--- src/rtl/snek_pkg.sv ---
// rtl/snek_pkg.sv - shared grid geometry, cell codes and scheduler state for the snake grid
package snek_pkg;
    localparam int GRID_W     = 40;
    localparam int GRID_H     = 30;
    localparam int CELL_SHIFT = 4;
    localparam int DATA_W     = 2;
    localparam int ADDR_W     = 11;
    localparam int CELLS      = GRID_W * GRID_H;

    localparam logic [DATA_W-1:0] CELL_EMPTY = 2'd0;
    localparam logic [DATA_W-1:0] CELL_SNAKE = 2'd1;
    localparam logic [DATA_W-1:0] CELL_FOOD  = 2'd2;
    localparam logic [DATA_W-1:0] CELL_WALL  = 2'd3;

    typedef enum logic [1:0] {
        IDLE,
        CLEAR,
        DONE
    } sched_state_e;
endpackage

--- src/rtl/grid_ram.sv ---
// rtl/grid_ram.sv - single-port grid cell RAM, 1-cycle registered read, no reset
module grid_ram
    import snek_pkg::*;
(
    input  logic              clk_i,
    input  logic              en_i,
    input  logic              we_i,
    input  logic [ADDR_W-1:0] addr_i,
    input  logic [DATA_W-1:0] wdata_i,
    output logic [DATA_W-1:0] rdata_o
);
    logic [DATA_W-1:0] mem_q [CELLS];
    logic [DATA_W-1:0] rdata_q;

    always_ff @(posedge clk_i) begin
        if (en_i) begin
            if (we_i) mem_q[addr_i] <= wdata_i;
            else      rdata_q       <= mem_q[addr_i];
        end
    end

    assign rdata_o = rdata_q;
endmodule

--- src/rtl/grid_ram_scheduler.sv ---
// rtl/grid_ram_scheduler.sv - shares the grid RAM between VGA reads, game requests and a clear engine
// Build option VBLANK_WRITES_EN restricts game writes and the clear engine to vertical blanking.
module grid_ram_scheduler
    import snek_pkg::*;
(
    input  logic              clk_100MHz,
    input  logic              reset,
    input  logic              p_tick,
    input  logic              video_on,
    input  logic [9:0]        x,
    input  logic [9:0]        y,
    output logic [DATA_W-1:0] cell_code,
    output logic              cell_valid,
    input  logic              req_valid,
    input  logic              req_we,
    input  logic [ADDR_W-1:0] req_addr,
    input  logic [DATA_W-1:0] req_wdata,
    output logic              req_ready,
    output logic              rsp_valid,
    output logic [DATA_W-1:0] rsp_rdata,
    input  logic              clear_start,
    output logic              busy,
    output logic              clear_done
);
    sched_state_e      state_q, state_d;
    logic [ADDR_W-1:0] cnt_q, cnt_d;
    logic              vga_rd_q, vga_blank_q, game_rd_q, oor_q;
    logic              game_rd_d, oor_d;
    logic [DATA_W-1:0] cell_code_q, cell_code_d;
    logic              cell_valid_q;

    logic              vga_slot, in_range, wr_allowed, clr_allowed;
    logic [9:0]        row, col;
    logic [ADDR_W-1:0] vga_addr;
    logic              ram_en, ram_we;
    logic [ADDR_W-1:0] ram_addr;
    logic [DATA_W-1:0] ram_wdata, ram_rdata;

    assign vga_slot = p_tick && video_on;
    assign row      = y >> CELL_SHIFT;
    assign col      = x >> CELL_SHIFT;
    // row*40 as shift-add keeps the address path free of a multiplier
    assign vga_addr = (ADDR_W'(row) << 5) + (ADDR_W'(row) << 3) + ADDR_W'(col);
    assign in_range = req_addr < ADDR_W'(CELLS);

`ifdef VBLANK_WRITES_EN
    assign wr_allowed  = y >= 10'd480;
`else
    assign wr_allowed  = 1'b1;
`endif
    assign clr_allowed = !vga_slot && wr_allowed;

    assign req_ready = reset && (state_q == IDLE) && !vga_slot && !clear_start
                       && (!req_we || wr_allowed);

    always_comb begin
        state_d   = state_q;
        cnt_d     = cnt_q;
        ram_en    = vga_slot;
        ram_we    = 1'b0;
        ram_addr  = vga_addr;
        ram_wdata = CELL_EMPTY;
        game_rd_d = 1'b0;
        oor_d     = 1'b0;
        case (state_q)
            IDLE: begin
                if (clear_start) begin
                    state_d = CLEAR;
                end else if (req_valid && req_ready) begin
                    ram_addr  = req_addr;
                    ram_en    = in_range;
                    ram_we    = req_we;
                    ram_wdata = req_wdata;
                    game_rd_d = !req_we;
                    oor_d     = !in_range;
                end
            end
            CLEAR: begin
                if (clr_allowed) begin
                    ram_en   = 1'b1;
                    ram_we   = 1'b1;
                    ram_addr = cnt_q;
                    if (cnt_q == ADDR_W'(CELLS - 1)) state_d = DONE;
                    else                             cnt_d   = cnt_q + 1'b1;
                end
            end
            DONE: begin
                cnt_d   = '0;
                state_d = IDLE;
            end
            default: state_d = IDLE;
        endcase
    end

    // RAM data lands one cycle after a VGA read, so the cell register updates two cycles after the tick
    always_comb begin
        cell_code_d = cell_code_q;
        if (vga_rd_q)         cell_code_d = ram_rdata;
        else if (vga_blank_q) cell_code_d = CELL_EMPTY;
    end

    always_ff @(posedge clk_100MHz or negedge reset) begin
        if (!reset) begin
            state_q      <= IDLE;
            cnt_q        <= '0;
            vga_rd_q     <= 1'b0;
            vga_blank_q  <= 1'b0;
            game_rd_q    <= 1'b0;
            oor_q        <= 1'b0;
            cell_code_q  <= CELL_EMPTY;
            cell_valid_q <= 1'b0;
        end else begin
            state_q      <= state_d;
            cnt_q        <= cnt_d;
            vga_rd_q     <= vga_slot;
            vga_blank_q  <= p_tick && !video_on;
            game_rd_q    <= game_rd_d;
            oor_q        <= oor_d;
            cell_code_q  <= cell_code_d;
            cell_valid_q <= vga_rd_q;
        end
    end

    grid_ram u_grid_ram (
        .clk_i   (clk_100MHz),
        .en_i    (ram_en),
        .we_i    (ram_we),
        .addr_i  (ram_addr),
        .wdata_i (ram_wdata),
        .rdata_o (ram_rdata)
    );

    assign cell_code  = cell_code_q;
    assign cell_valid = cell_valid_q;
    assign rsp_valid  = game_rd_q;
    assign rsp_rdata  = (game_rd_q && !oor_q) ? ram_rdata : CELL_EMPTY;
    assign busy       = (state_q == CLEAR);
    assign clear_done = (state_q == DONE);
endmodule
--- config.mk ---
export PLATFORM = sky130hd
export DESIGN_NAME = grid_ram_scheduler
export DESIGN_NICKNAME = d
export VERILOG_FILES = /design/src/rtl/snek_pkg.sv /design/src/rtl/grid_ram.sv /design/src/rtl/grid_ram_scheduler.sv
export SDC_FILE = /design/constraint.sdc
export NUM_CORES = 2
export LEC_CHECK = 0
export ABC_AREA = 1
export BUFFER_PORTS_ARGS = -buffer_cell sky130_fd_sc_hd__buf_2
export CORE_MARGIN = 1.5
export CORE_UTILIZATION = 45
export DETAILED_ROUTE_END_ITERATION = 7
export PLACE_DENSITY = 0.67
export SLEW_MARGIN = 20
export SYNTH_ARGS = -nofsm -noshare
export SYNTH_HDL_FRONTEND = slang
export SYNTH_SLANG_ARGS = --single-unit
--- constraint.sdc ---
create_clock -name clk_100MHz -period 30.8 [get_ports clk_100MHz]
set_input_delay 1.54 -clock clk_100MHz [delete_from_list [all_inputs] [get_ports clk_100MHz]]
set_output_delay 1.54 -clock clk_100MHz [all_outputs]
set_load 0.02 [all_outputs]
==> impl_metrics.csv <==
group,metric,value,unit
placement,place_ws,21340,ps
placement,place_congestion,0.825,
layout,finalNonFillerCells,14200,
layout,fill_cells,21000,
clock_tree,clk_transition_reported_paths,60,ps
sta,rsz0062_at_grt,"false",
layout,area_delta_synth_final,9.77,%
placement,port_buffers,40,
clock_tree,clock-sinks,2422,
layout,fin_util,49.8,%
setup_path,critical_path_buf_inv_count,7,
layout,drive_gt1_share,5.53,%
floorplan,pin_count,49,
clock_tree,root_buffer,"clkbuf_16",
synth,async_flop_share,0.826,%
synth,synth-seq-cells,2422,
clock_tree,cts_tree,"yes",
sta,worstMarginPinSlew,1280,ps
synth,synth_nets,11300,
synth,avgSynthCellArea,9.55,sq um
sta,whs,400,ps
setup_path,timing.rr.start,"state_q[1]$_DFFE_PN0P_",
power_and_ir_drop,p_leak,0.0483,uW
synth,ys_warn_count,0,
sta,setup_viol,0,
global_route,grt_pass1_wl,450,mm
floorplan,die_w,491,microns
synth,synth_edf_count,2402,
setup_path,cp-start-kind,"input port",
layout,seqCellArea,72600,sq um
route,avgViaCountPerCell,5.43,
route,wirelength,303,mm
setup_path,crit_slowest_cell,"inv_8",
sta,clock.fmax,115,MHz
clock_tree,cts_resized,0,
global_route,grt_max_degree,231,
placement,hpwl,153,mm
setup_path,crit_path_max_fanout,198,
global_route,antenna_found_initial,6,
global_route,grt-ovfl-total,0,
sta,drv_slew,0,
sta,setup_tns,0,ps
floorplan,rows,178,
min_path,hp-class,"flip-flop to flip-flop",
route,post_drt_wl_per_cell,21.3,microns
layout,final_nets,10900,
layout,multi_input_area,31500,sq um
setup_path,path_delay_family,"buffers and inverters",
clock_tree,clock_latency,870,ps
outcome,status,"finished clean",
sta,period_share,28.3,%
power_and_ir_drop,power_density,69.3,nW/um^2
setup_path,crit_required,31470,ps
synth,yosysSeqAreaShare,67.8,%
synth,synthCells,11200,
route,antenna_left,0,
sta,hold_violations,0,
route,drc,0,
setup_path,end_kind,"flip-flop",
clock_tree,tritoncts.num_buffers,239,
clock_tree,htreeDepth,4,
floorplan,coreArea,236000,sq um
setup_path,crit_type,"input port to flip-flop",
route,dr.pass1.iters,7,
synth,synth_cell_type_count,36,
sta,fin_skew,19.3,ps
setup_path,slowest_delay,830,ps
setup_path,critical_path_depth,25,
floorplan,fp.dieArea,241000,sq um
global_route,track_usage,24.6,%
synth,syn_area,107000,sq um
global_route,first_global_vias,74800,
floorplan,fp.dieH,491,microns
placement,dp_cells,13800,
setup_path,crit_end,"u_grid_ram.rdata_o[0]$_DFFE_PP_",
route,dr_total_vias,77200,
clock_tree,holdBufCountCts,0,
setup_path,startpoint,"reset",
setup_path,reg2reg_to,"u_grid_ram.rdata_o[0]$_DFFE_PP_",
job,cap_violations,0,
floorplan,initial_core_util,45.4,%
sta,maxSlewHeadroom,14.7,%
setup_path,r2r_slack,22670,ps
clock_tree,post_cts_buffers,0,
setup_path,cpMostUsedCell,"nand2_1",
setup_path,r2r_cells,25,
sta,fin_crit,8720,ps
sta,fin_ws,22080,ps
clock_tree,clock_path_buffers,3,
setup_path,cp.arrival,9390,ps
synth,dominantRegCellSynth,"edfxtp_1",
route,drt_iter0_drc,9588,
power_and_ir_drop,vdd_drop_max,81.9,uV
-- layout by cell type (no fill, tap or decap), types with 4 or more instances in the layout --
cell type / count
nor2_4: 11
clkbuf_1: 47
o22ai_1: 6
dfrtp_1: 20
inv_1: 61
nor3_4: 6
inv_2: 5
bufinv_16: 30
clkinv_1: 52
nand3_1: 539
nor2_2: 7
buf_4: 104
edfxtp_1: 2402
buf_12: 16
nor2_1: 1402
inv_6: 6
nand4_1: 11
clkinv_2: 42
a21oi_1: 24
buf_2: 40
nand2_4: 32
clkinvlp_4: 9
o21ai_0: 19
clkbuf_16: 242
ha_1: 12
nor3_1: 9
nand2_1: 5844
clkinv_4: 4
nand2_2: 37
-- power breakdown --
group	total, uW	internal, uW	leakage [uW]	switching [uW]
Combinational	1630	337	0.0212	1290
Sequential	3590	3580	0.0234	5.63
Clock	2930	1680	0.00380	1250
-- layer usage --
layer  track usage [%]  wire [microns]
met1              32.2          119000
met2              40.6          142000
met3              4.32           29400
met4              9.96           12700
met5             0.159             117
-- through the flow --
step	power (uW)	area, sq um
after detailed placement	5250	110000
after global placement	5230	110000
after floorplan	4630	107000
after CTS	8140	118000
after global routing	8410	118000
final	8140	118000
-- synth_stat cells (12+ instances only) --
master	instances	area, sq um
nand2_1	5908	22200
edfxtp_1	2402	72100
nor2_1	1411	5300
nand3_1	539	2700
clkbuf_1	402	1510
buf_2	229	1150
buf_1	103	387
inv_1	61	229
a21oi_1	24	120
dfrtp_1	20	500
o21ai_0	19	95.1
ha_1	12	150
-- kinds of logic after synthesis --
group / Yosys count / share of synthesized area, %
AOI/OAI and AO/OA: 61 / 0.318
xor gates and xnor gates: 1 / 0.00818
adders and majority gates: 14 / 0.178
buffers and inverters: 812 / 3.14
DFF: 2422 / 67.8
and+or+nand+nor: 7908 / 28.5
-- cell type report --
class | count | share of cell area, %
Inverter | 71 | 0.250
Clock buffer | 289 | 5.30
Timing Repair Buffer | 163 | 1.16
Multi-Input combinational cell | 7984 | 26.8
Clock inverter | 149 | 1.34
Sequential cell | 2422 | 61.8
Antenna cell | 1 | 0.00213
Tap cell | 3150 | 3.35
-- registers in the layout (all words and copies together), names as in the netlist, 2 cells and up --
name / flops
u_grid_ram.mem_q: 2400
cnt_q: 11
cell_code: 2
state_q: 2
u_grid_ram.rdata_o: 2
-- worst min-delay path by stage --
stage	start	to	slack, ps	cells after the start
floorplan	vga_rd_q$_DFF_PN0_	cell_valid$_DFF_PN0_	370	0
global placement	vga_rd_q$_DFF_PN0_	cell_valid$_DFF_PN0_	380	0
detailed placement	vga_rd_q$_DFF_PN0_	cell_valid$_DFF_PN0_	380	0
CTS	vga_rd_q$_DFF_PN0_	cell_valid$_DFF_PN0_	380	0
global route	vga_rd_q$_DFF_PN0_	cell_valid$_DFF_PN0_	400	0
finish	vga_rd_q$_DFF_PN0_	cell_valid$_DFF_PN0_	400	0
Note: power is estimated with default switching activity, not from simulation.
